$ cat src/rtl/serial_output_tx.sv
// serial_output_tx
//   Serializes finished 40-bit left/right filter results MSB-first onto the
//   MSDAP serial outputs, one bit per Sclk. One word is in flight in the shift
//   registers and one more may wait in the pending slot. This lets the shift
//   accumulators hand off their next result while the current one shifts out.
//
// Handshake: a word is accepted on a rising Sclk edge where load=1 and either
//   the FSM is idle, the pending slot is empty (ready=1), or the edge is the
//   end-of-frame edge, where the pending word moves into the shifter and
//   frees the slot. A load on any other edge with the slot full is dropped
//   and sets the sticky overflow flag.
//
// Ports:
//   Sclk        serial clock, all state changes on its rising edge
//   clear       asynchronous active-high reset
//   load        transmit request for data_l/data_r
//   data_l/r    WIDTH-bit two's complement words, sent bit-exact
//   ready       pending slot empty
//   OutputL/R   serial data, MSB first, forced to 0 when OutReady=0
//   OutReady    high for every cycle a valid bit is presented
//   frame_done  one-cycle pulse after the last bit of a frame
//   overflow    sticky, set when a load is dropped, cleared only by clear

module serial_output_tx #(
   parameter int WIDTH = 40,
   parameter int CNT_W = 6   // 2**CNT_W must exceed WIDTH
) (
   input  logic             Sclk,
   input  logic             clear,
   input  logic             load,
   input  logic [WIDTH-1:0] data_l,
   input  logic [WIDTH-1:0] data_r,
   output logic             ready,
   output logic             OutputL,
   output logic             OutputR,
   output logic             OutReady,
   output logic             frame_done,
   output logic             overflow
);

   typedef enum logic {IDLE, SHIFT} state_t;

   localparam logic [CNT_W-1:0] LAST_BIT = CNT_W'(WIDTH - 1);

   state_t           state, state_nx;
   logic [WIDTH-1:0] sreg_l, sreg_l_nx, sreg_r, sreg_r_nx;
   logic [WIDTH-1:0] pend_l, pend_l_nx, pend_r, pend_r_nx;
   logic             pend_valid, pend_valid_nx;
   logic [CNT_W-1:0] bit_cnt, bit_cnt_nx;
   logic             frame_done_nx, overflow_nx;
   logic             end_of_frame;

   // The edge that retires bit 0 of the current word.
   assign end_of_frame = (state == SHIFT) && (bit_cnt == LAST_BIT);

   always_ff @(posedge Sclk or posedge clear) begin
      if (clear) begin
         state      <= IDLE;
         sreg_l     <= '0;
         sreg_r     <= '0;
         pend_l     <= '0;
         pend_r     <= '0;
         pend_valid <= 1'b0;
         bit_cnt    <= '0;
         frame_done <= 1'b0;
         overflow   <= 1'b0;
      end else begin
         state      <= state_nx;
         sreg_l     <= sreg_l_nx;
         sreg_r     <= sreg_r_nx;
         pend_l     <= pend_l_nx;
         pend_r     <= pend_r_nx;
         pend_valid <= pend_valid_nx;
         bit_cnt    <= bit_cnt_nx;
         frame_done <= frame_done_nx;
         overflow   <= overflow_nx;
      end
   end

   always_comb begin
      state_nx      = state;
      sreg_l_nx     = sreg_l;
      sreg_r_nx     = sreg_r;
      pend_l_nx     = pend_l;
      pend_r_nx     = pend_r;
      pend_valid_nx = pend_valid;
      bit_cnt_nx    = bit_cnt;
      frame_done_nx = 1'b0;
      overflow_nx   = overflow;

      case (state)
         IDLE: begin
            // The pending slot is always empty here, so a load goes straight
            // into the shifter and bit WIDTH-1 is on the pins next cycle.
            if (load) begin
               sreg_l_nx  = data_l;
               sreg_r_nx  = data_r;
               bit_cnt_nx = '0;
               state_nx   = SHIFT;
            end
         end
         SHIFT: begin
            if (end_of_frame) begin
               frame_done_nx = 1'b1;
               bit_cnt_nx    = '0;
               if (pend_valid) begin
                  // Pending word starts with no gap. A simultaneous load
                  // refills the slot that is being vacated on this edge.
                  sreg_l_nx = pend_l;
                  sreg_r_nx = pend_r;
                  if (load) begin
                     pend_l_nx = data_l;
                     pend_r_nx = data_r;
                  end else begin
                     pend_valid_nx = 1'b0;
                  end
               end else if (load) begin
                  sreg_l_nx = data_l;
                  sreg_r_nx = data_r;
               end else begin
                  sreg_l_nx = '0;
                  sreg_r_nx = '0;
                  state_nx  = IDLE;
               end
            end else begin
               sreg_l_nx  = {sreg_l[WIDTH-2:0], 1'b0};
               sreg_r_nx  = {sreg_r[WIDTH-2:0], 1'b0};
               bit_cnt_nx = bit_cnt + CNT_W'(1);
               if (load) begin
                  if (!pend_valid) begin
                     pend_l_nx     = data_l;
                     pend_r_nx     = data_r;
                     pend_valid_nx = 1'b1;
                  end else begin
                     overflow_nx = 1'b1;
                  end
               end
            end
         end
         default: state_nx = IDLE;
      endcase
   end

   assign ready    = !pend_valid;
   assign OutReady = (state == SHIFT);
   assign OutputL  = OutReady & sreg_l[WIDTH-1];
   assign OutputR  = OutReady & sreg_r[WIDTH-1];

endmodule

$ cat config.mk
export PLATFORM = sky130hd
export DESIGN_NAME = serial_output_tx
export DESIGN_NICKNAME = d
export VERILOG_FILES = /design/src/rtl/serial_output_tx.sv
export SDC_FILE = /design/constraint.sdc
export NUM_CORES = 1
export LEC_CHECK = 0
export CORE_ASPECT_RATIO = 1.2
export CORE_MARGIN = 2
export CORE_UTILIZATION = 31
export DETAILED_ROUTE_END_ITERATION = 10
export DONT_BUFFER_PORTS = 1
export PLACE_DENSITY = 0.41
export SLEW_MARGIN = 10
export SYNTH_ARGS = -nofsm -noshare
export SYNTH_HDL_FRONTEND = slang
export SYNTH_SLANG_ARGS = --single-unit
$ cat constraint.sdc
create_clock -name Sclk -period 10.98 [get_ports Sclk]
set_clock_uncertainty 0.1 [all_clocks]
set_input_delay 2.196 -clock Sclk [delete_from_list [all_inputs] [get_ports Sclk]]
set_output_delay 2.196 -clock Sclk [all_outputs]
set_load 0.02 [all_outputs]
==> impl_results.md, run 1 <==
* Outcome: complete, no violations
* Number of global-route vias before repair at 7039
* HP Class: register to register
* CTS Buffer Depth at 2
* Compound-Gate Fraction of Synth Area at 0.2347
* Residual DRC at 0
* Critical Path AT at 2.38 ns
* Die height at 187.9 um
* Setup TNS at 0 ns
* Crit path buf inv count at 1
* Final setup fails at 0
* Area share of the largest cell type after synthesis at 0.4871
* RR Startpoint: OutReady
* Initial Utilization at 0.3138
* Synth Area in Adders at 0.002579
* Reg-to-reg slack, setup at 6.99 ns
* H-tree Lvls at 4
* Average routed wire per standard cell at 21.11 um
* Fmax at 0.2139 GHz
* Final Hold Vio Count at 0
* Pin count of the biggest net entering global routing at 167
* Worst Setup SP: OutReady
* CP endpoint: OutputL
* Gr ovfl total at 0
* Cell taking the most area after synthesis: dfrtp_1
* Worst endpoint required time at 8.68 ns
* Power share of the clock group at 0.279
* Max VDD drop at 0.1000 mV
* Layout cell share with drive strength beyond 1 at 0.1553
* Pwr Density at 242.0 mW/mm^2
* Slowest cell on crit path: dfrtp_4
* Net Count, Synth at 914
* Port Buf Inserts at 0
* Post-synthesis mux area share at 0.1054
* CTS resizes at 0
* IO Pins at 89
* Critical Path Start Type: register
* Clk_lat worst skew at 0.44 ns
* Reg power frac at 0.469
* Drt pass-1 iters at 6
* Netlist cell types at 41
* Post-detail-place hpwl at 13.35 mm
* ANT cells at 0
* Worst Tran Pin Value at 1.259 ns
* Simple-Gate Fraction of Synth Area at 0.1215
* Initial antenna violation count at 0
* Avg Inst Size Synth at 10.52 um^2
* Post-Synthesis Cells at 830
* Detailed Route Iter0 Violations at 608
* Pleak at 3.997 nW
* Crit share post-route at 0.4258
* Final net count at 863
* Slew HR at 0.1584
* Cells on worst reg2reg path at 6
* Ys Warns at 0
* Gpl congestion at 0.7156
* #FFs+latches synth at 170
* Largest family of logic cells by synthesized area: compound AO/OA/AOI/OAI gates
* CTS Buf Count at 17
* ANT nets after route at 0
* Largest cells by area after synthesis: dfrtp_1, mux2_2, a211oi_1
* Psw at 706.1 uW
* Levels on crit path at 2
* TritonCTS clock tree: built
* Slew Limit Fails at 0
* CP cell instances: buf_4, and2_1
* # rows at 67
* Post-CTS Hold Buffers at 0
* Max Cap Viol at 0
* Root Buffer: clkbuf_16
* Critical Path Fanout Max at 59
* Sequential share of the synthesized area at 0.4871
* Core Area at 0.02783 mm^2
* CP Capture Type: output pin
* Final core utilization at 0.3427
* Crit path max-delay family: flip-flops
* DR vias at 6669
* Drt total wl at 24.71 mm
* Die area at 0.02954 mm^2
* Synthesis-to-layout area growth at 9.198%
* CTS clk-pin slew, worst paths at 0.08 ns
* RSZ-0062 raised after global routing: no
* Worst reg2reg endpoint: pend_l[27]
* Global-route wire length before repair at 39.39 mm
* Final min period at 4.675 ns
* Setup Fix Bufs, Post-CTS at 0
* Die W at 157.2 um
* Post-synthesis xor/xnor area fraction at 0.003009
* GRT Total Usage at 0.1704
* Synthesized cell area at 0.008733 mm^2
* Clock sinks at 170
* Switching share of power at 0.3059
* Critical Path Max Stage Delay at 0.78 ns
* Share of power burned in combinational logic at 0.252
* Vias/cell at 5.695
* Pint at 1.602 mW
* Kind of critical path: register to output pin
flip-flops by register name, summed over array words and instances (netlist names):
signal      cells
pend_r         40
pend_l         40
pend_valid      1
bit_cnt         6
sreg_r         40
OutReady        1
overflow        1
sreg_l         40
frame_done      1
how the worst min path moves through the flow:
stage,startpoint,endpoint,slack [ns],depth (start not counted)
after floorplan,sreg_l[38],sreg_l[39],0.36,1
after global placement,sreg_l[38],sreg_l[39],0.38,1
after detailed placement,sreg_l[38],sreg_l[39],0.39,1
after CTS,sreg_l[38],sreg_l[39],0.41,1
after global routing,pend_l[38],pend_l[38],0.42,1
final,pend_l[12],pend_l[12],0.41,1
cell type report:
class,instances,area (um^2)
Multi-Input combinational cell,578,4100
Sequential cell,170,4259
Clock inverter,13,176.4
Tap cell,379,474.2
Fill cell,2818,18300
Clock buffer,19,442.9
Timing Repair Buffer,9,67.56
Inverter,3,16.27
logic make-up (layout without fill, tap and decap cells):
family | count (synthesis) | after routing
AO/OA/AOI/OAI | 256 | 256
XOR/XNOR | 3 | 3
adder cells (fa/ha/maj) | 2 | 2
buffers and inverters | 82 | 44
flip-flops | 170 | 170
multiplexers | 82 | 82
AND/OR/NAND/NOR | 235 | 235
per-layer routing:
metal  GRT usage  share of wire
met5           0              0
met4     0.05245          0.016
met3     0.04853          0.066
met2      0.2872           0.49
met1      0.2100           0.43
Yosys cell counts:
cell,n
or3_1,1
o21ai_0,4
a41oi_1,27
a32o_1,1
buf_1,10
a31o_2,1
inv_2,1
o22ai_1,2
nor2_2,1
or3_4,1
a222oi_1,50
mux2_2,70
mux2_1,10
mux2i_1,2
nand3_1,4
ha_1,1
a21oi_1,10
nor2b_1,44
dfrtp_1,170
o211ai_1,29
and2_1,4
nand3_4,1
buf_2,19
and3_1,2
o21ai_2,2
nand4b_2,1
or2b_1,1
buf_6,9
nor2_1,78
or2_2,1
maj3_1,1
xor2_1,1
nand2_1,94
inv_1,2
clkbuf_1,41
o21a_1,1
a211oi_1,86
xnor2_1,2
a22oi_1,1
a21o_1,42
nand2b_1,2
power by group through the flow:
stage / Clock, mW / Combinational [mW] / Sequential, mW
detailed placement: 0 / 0.588 / 1.09
floorplan: 0 / 0.515 / 1.04
global placement: 0 / 0.566 / 1.08
CTS: 0.664 / 0.591 / 1.08
global route: 0.689 / 0.655 / 1.12
finish: 0.644 / 0.581 / 1.08
cell usage in the layout, fill, tap and decap left out, types with 4 or more instances in the layout:
cell       instances
dfrtp_1          168
nand2_1           94
a211oi_1          86
nor2_1            78
mux2_2            70
a222oi_1          50
nor2b_1           43
a21o_1            42
o211ai_1          29
a41oi_1           27
clkbuf_16         17
a21oi_1           10
mux2_1            10
buf_4              9
inv_6              7
and2_1             4
nand3_1            4
o21ai_0            4
per-stage QoR:
stage | power, mW | cells | instance area (um^2) | hold WS (ns) | worst slack [ns]
after floorplan | 1.551 | 830 | 8733 | 0.3631 | 4.081
after global routing | 2.462 | 1171 | 9537 | 0.4188 | 6.199
final | 2.308 | 1171 | 9537 | 0.4102 | 6.305
after CTS | 2.334 | 1171 | 9537 | 0.4083 | 6.279
after global placement | 1.641 | 1139 | 8917 | 0.3850 | 6.541
after detailed placement | 1.677 | 1139 | 8917 | 0.3932 | 6.440
(Power assumes the default switching activity.)
==> run 2: changes to the inputs <==
- PLACE_DENSITY: 0.41 -> 0.42
- clock period: 10.98 -> 4.3 ns (I/O delays scaled with it)
==> run 2 against run 1 <==
Compared with the run above: final cell count is 0.43% higher; sequential share of layout area is 0.22 points lower; hold slack got worse by 0.038 ns; clock-buffer cell count is 2 lower; combinational power grew to 2.5 times the previous value; worst setup slack worse by 4.9 ns; global-route usage is 0.13 points lower; die area did not move; critical path depth unchanged; non-clock buffer count up 6; critical path type unchanged.
==> impl_results.md, run 2 (synthesis results as in run 1) <==
* GR peak layer: met2
* CP cell instances: buf_4, and2_1
* Levels on crit path at 2 (unchanged)
* Final setup fails at 0 (unchanged)
* Residual DRC at 0 (unchanged)
* Crit path max-delay family: flip-flops
* Final net count at 869 (+0.70%)
* ANT cells at 0 (unchanged)
* H-tree Lvls at 4 (unchanged)
* Drt total wl at 24.52 mm (-0.78%)
* Setup Fix Bufs, Post-CTS at 0 (unchanged)
* Slew Limit Fails at 0 (unchanged)
* Reg-to-reg slack, setup at 1.53 ns (-5.46 ns)
* DR vias at 6743 (+1.1%)
* Clk_lat worst skew at 0.43 ns (about the same)
* Port Buf Inserts at 0 (unchanged)
* Critical Path Fanout Max at 42 (-29%)
* Max VDD drop at 0.2176 mV (+120%)
* Max Cap Viol at 0 (unchanged)
* Clock sinks at 170 (unchanged)
* # rows at 67 (unchanged)
* Final Hold Vio Count at 0 (unchanged)
* ANT nets after route at 0 (unchanged)
* TritonCTS clock tree: built
* Met3 GRT Util at 0.05362 (+0.005084)
* Initial antenna violation count at 0 (unchanged)
* Pin count of the biggest net entering global routing at 167 (unchanged)
* Critical Path Start Type: register
* Initial Utilization at 0.3138 (unchanged)
* Critical Path AT at 1.95 ns (-0.43 ns)
* CP Capture Type: output pin
* Vias/cell at 5.734 (+0.68%)
* Pleak at 4.015 nW (+0.46%)
* Worst Slack Setup Final at 1.389 ns (-4.915 ns)
* Fin area at 0.009584 mm^2 (+0.50%)
* Kind of critical path: register to output pin
* Slew HR at 0.4237 (+0.2652)
* Post-CTS Hold Buffers at 0 (unchanged)
* Global-route wire length before repair at 39.47 mm (+0.23%)
* Detailed Route Iter0 Violations at 639 (+5.1%)
* Critical Path Max Stage Delay at 0.64 ns (-0.14 ns)
* Worst reg2reg endpoint: pend_l[36]
* IO Pins at 89 (unchanged)
* Die area at 0.02954 mm^2 (unchanged)
* Met1 global-route usage at 0.2064 (-0.003604)
* Outcome: complete, no violations
* Gr ovfl total at 0 (unchanged)
* Most common cell after layout, fill and taps aside: dfrtp_1
* Root Buffer: clkbuf_16
* Inst Count DP at 1145 (+0.53%)
* Commonest cells after routing, fill and taps aside: dfrtp_1, nand2_1, a211oi_1
* DP Worst Slack at 1.503 ns (-4.937 ns)
* Crit share post-route at 0.6769
* Post-detail-place hpwl at 13.67 mm (+2.4%)
* Gpl congestion at 0.7004 (-2.1%)
* Worst Tran Pin Value at 0.8636 ns (-0.3958 ns)
* Worst Setup SP: OutReady
* Synthesis-to-layout area growth at 9.742%
* CTS resizes at 0 (unchanged)
* Number of global-route vias before repair at 7155 (+1.6%)
* Pwr Density at 607.2 mW/mm^2 (+150%)
* Met2 Usage GRT at 0.2880 (+0.0008398)
* Die W at 157.2 um (unchanged)
* HP Class: input pin to asynchronous set/reset pin
* CTS Buffer Depth at 2 (unchanged)
* CTS clk-pin slew, worst paths at 0.07 ns (about the same)
* Crit path buf inv count at 1 (unchanged)
* Core Area at 0.02783 mm^2 (unchanged)
* Non-filler instance count after layout at 1176 (+0.43%)
* RSZ-0062 raised after global routing: no
* GRT Total Usage at 0.1691 (-0.001260)
* Layout cell share with drive strength beyond 1 at 0.1619 (+0.006554)
* Die height at 187.9 um (unchanged)
* Cells on worst reg2reg path at 6 (unchanged)
* Average routed wire per standard cell at 20.85 um (-1.2%)
* CTS Buf Count at 17 (unchanged)
* RR Startpoint: bit_cnt[0]
* Final min period at 2.911 ns
* Placed cell areas at 0.008999 mm^2 (+0.91%)
* Worst endpoint required time at 3.34 ns (-5.34 ns)
* Drt pass-1 iters at 6 (unchanged)
* Setup TNS at 0 ns (unchanged)
* Fmax at 0.3436 GHz
* Slowest cell on crit path: dfrtp_4
==> run 2: changes by cell type in the layout (fill, tap and decap cells not counted), sizes merged <==
| cell | delta |
|---|---|
| buf | +6 |
| clkinvlp | +3 |
| clkbuf | -2 |
| bufinv | -1 |
| clkinv | -1 |
==> run 2: worst register-to-register path, delay by kind of cell, from the launching register on <==
family | cells | cell delay, ns
adders and majority gates | 1 | 0.23
buffers and inverters | 1 | 0.35
DFF | 1 | 0.39
muxes | 1 | 0.41
and+or+nand+nor | 3 | 1.18
==> run 2: worst max path at each step <==
stage          slack [ns]          to
2_1_floorplan        1.17    OutReady
3_3_place_gp         1.56  pend_l[28]
3_5_place_dp         1.50  pend_l[36]
4_1_cts              1.33     OutputL
5_1_grt              1.29     OutputL
6_report             1.39     OutputL
==> run 2: layout make-up <==
class | count | area [um^2]
clock buffer | 17 | 425.4
clock inverter | 14 | 160.2
fill | 2828 | 18250
inverter | 3 | 15.01
multi-input combinational | 578 | 4100
sequential | 170 | 4259
tap | 379 | 474.2
timing repair buffer | 15 | 150.1
==> run 2: stage by stage <==
step	hold WS, ns	power, mW	util
CTS	0.3846	5.890	0.3444
global route	0.3934	6.235	0.3444
detailed placement	0.3762	4.291	0.3233
global placement	0.3780	4.183	0.3233
floorplan	0.3631	3.961	-
finish	0.3721	5.820	0.3444
==> run 2: layer usage <==
layer  vias to the layer above  wire, um
met5                         -         0
met2                       166     12380
met4                         0       223
met3                        14      1609
li1                       3043         -
met1                      3520     10310
==> run 2: where the power goes <==
| part | switching [mW] | total (mW) | internal, mW |
|---|---|---|---|
| clock network | 0.697 | 1.56 | 0.868 |
| registers | 0.465 | 2.77 | 2.31 |
| logic | 0.638 | 1.48 | 0.844 |
| total | 1.80 | 5.82 | 4.02 |
==> run 3: changes to the inputs <==
- PLACE_DENSITY: 0.42 -> 0.41
- clock period: 4.3 -> 2.9 ns (I/O delays scaled with it)
==> run 3 against run 2 <==
Compared with the run above: power rose by 53%; first-iteration DRC count fell by 1.4%; routed wire length rose by 2.2%; design area rose by 2.0%; critical path depth rose by 4; largest cell class unchanged.
==> impl_results.md, run 3 (synthesis results as in run 1) <==
* Outcome: complete, no violations
* Pin count of the biggest net entering global routing at 167 (unchanged)
* Worst endpoint required time at 3.11 ns (-0.23 ns)
* Clock sinks at 170 (unchanged)
* Gr ovfl total at 0 (unchanged)
* Pint at 6.254 mW (+56%)
* Clk_lat worst skew at 0.43 ns (about the same)
* Pleak at 4.112 nW (+2.4%)
* RSZ-0062 raised after global routing: no
* Setup TNS at 0 ns (unchanged)
* HP Class: input pin to register
* Port Buf Inserts at 0 (unchanged)
* Die height at 187.9 um (unchanged)
* Vias/cell at 5.730 (about the same)
* Critical Path Fanout Max at 24 (-43%)
* Worst reg2reg endpoint: pend_l[8]
* HP Start: load
* Endpoint, Worst Hold: OutReady
* Fmax at 0.4114 GHz
* CP Capture Type: register
* Layout cell share with drive strength beyond 1 at 0.1665 (+0.004603)
* Crit path buf inv count at 1 (unchanged)
* Root Buffer: clkbuf_16
* Worst Tran Pin Value at 0.8509 ns (-0.01267 ns)
* Average routed wire per standard cell at 21.18 um (+1.6%)
* Kind of critical path: register to register
* Crit path max-delay family: simple AND/OR/NAND/NOR gates
* ANT nets after route at 0 (unchanged)
* CTS Buffer Depth at 2 (unchanged)
* TritonCTS clock tree: built
* Commonest cells after routing, fill and taps aside: dfrtp_1, nand2_1, a211oi_1
* Global-route wire length before repair at 40.58 mm (+2.8%)
* Pwr Total at 8.916 mW (+53%)
* Share of power burned in combinational logic at 0.253 (-0.002)
* Reg-to-reg slack, setup at 0.47 ns (-1.06 ns)
* Gpl congestion at 0.7214 (+3.0%)
* Final setup fails at 0 (unchanged)
* Initial antenna violation count at 0 (unchanged)
* Pwr Density at 912.0 mW/mm^2 (+50%)
* # rows at 67 (unchanged)
* Critical Path AT at 2.64 ns (+0.69 ns)
* Crit share post-route at 0.8381
* Most common cell after layout, fill and taps aside: dfrtp_1
* IO Pins at 89 (unchanged)
* Die W at 157.2 um (unchanged)
* Max VDD drop at 0.2708 mV (+24%)
* Detailed Route Iter0 Violations at 630 (-1.4%)
* Worst Slack Setup Final at 0.4695 ns (-0.9199 ns)
* GRT Total Usage at 0.1752 (+0.006095)
* Hold path cells at 1
* Final net count at 877 (+0.92%)
* ANT cells at 0 (unchanged)
* Critical Path Start Type: register
* Slew Limit Fails at 0 (unchanged)
* Final Hold Vio Count at 0 (unchanged)
* Slew HR at 0.4306 (+0.006931)
* Drt pass-1 iters at 6 (unchanged)
* Final core utilization at 0.3513 (+0.006923)
* CTS resizes at 0 (unchanged)
* Drt total wl at 25.07 mm (+2.2%)
* CTS Buf Count at 17 (unchanged)
* Power share of the clock group at 0.286 (+0.017)
* CTS clk-pin slew, worst paths at 0.06 ns (about the same)
* Number of global-route vias before repair at 7300 (+2.0%)
* DR vias at 6784 (+0.61%)
* Max Cap Viol at 0 (unchanged)
* Die area at 0.02954 mm^2 (unchanged)
* Reg power frac at 0.461 (-0.015)
* Post-detail-place hpwl at 14.05 mm (+2.8%)
* Final min period at 2.431 ns
* RR Startpoint: bit_cnt[0]
* H-tree Lvls at 4 (unchanged)
* Psw at 2.662 mW (+48%)
* Synthesis-to-layout area growth at 11.95%
* DP Worst Slack at 0.4744 ns (-1.029 ns)
* Residual DRC at 0 (unchanged)
* Critical Path Max Stage Delay at 0.39 ns (-0.25 ns)
* Initial Utilization at 0.3138 (unchanged)
* Switching share of power at 0.2986 (-0.01066)
* Cells on worst reg2reg path at 6 (unchanged)
* Slowest cell on crit path: or3_4
* Core Area at 0.02783 mm^2 (unchanged)
* CP cell instances: ha_1, nand4b_2, or3_4, nand3_4, buf_12, mux2_2
## run 3: changes by cell type in the layout (fill, tap and decap cells not counted)
cell           previous run  this run
inv_6                     6         1
clkbuf_1                  0         2
clkinv_2                  1         2
buf_4                    12        13
clkinv_4                  1         2
dlygate4sd3_1             0         1
clkbuf_8                  0         1
inv_8                     1         0
clkinvlp_4                4         2
buf_12                    3         9
bufinv_16                 2         5
## run 3: timing repair
| action | CTS | global route |
|---|---|---|
| hold buffers | 1 | 0 |
| hold endpoints to repair | 14 | 0 |
| setup buffers | 0 | 0 |
## run 3: area by class of cell
cell class                 count  area, um^2
multi-input combinational    578        4100
sequential                   170        4259
clock inverter                11       193.9
fill                        2798       18050
clock buffer                  20       446.7
timing repair buffer          23       287.8
tap                          379       474.2
inverter                       3       15.01
## run 3: power groups by stage
stage | sequential, mW | combinational [mW] | clock (mW)
after floorplan | 3.92 | 1.95 | 0
after global placement | 4.07 | 2.19 | 0
after detailed placement | 4.13 | 2.28 | 0
after CTS | 4.10 | 2.29 | 2.61
after global routing | 4.24 | 2.56 | 2.73
final | 4.11 | 2.26 | 2.55
## run 3: worst max path at each step
stage                     startpoint         end  cells after the start
final                     bit_cnt[0]   pend_l[8]                      6
after global routing      bit_cnt[0]   sreg_r[1]                      6
after detailed placement  bit_cnt[0]  pend_r[39]                      6
after global placement    bit_cnt[0]  pend_r[36]                      6
after floorplan                clear    OutReady                      1
after CTS                 bit_cnt[0]   pend_l[8]                      6
## run 3: metal layers
layer	vias to the layer above	part of all wire	global-route usage
met1	3541	0.43	0.2152
met4	0	0.0091	0.04231
met5	-	0	0
met3	17	0.059	0.04738
li1	3064	-	-
met2	162	0.50	0.3035
## run 3: stage by stage
stage | cells | hold slack [ns] | area (um^2)
floorplan | 830 | 0.3631 | 8737
global placement | 1152 | 0.3713 | 9126
detailed placement | 1152 | 0.3851 | 9126
CTS | 1184 | 0.1497 | 9777
global route | 1184 | 0.1421 | 9777
finish | 1184 | 0.1714 | 9777
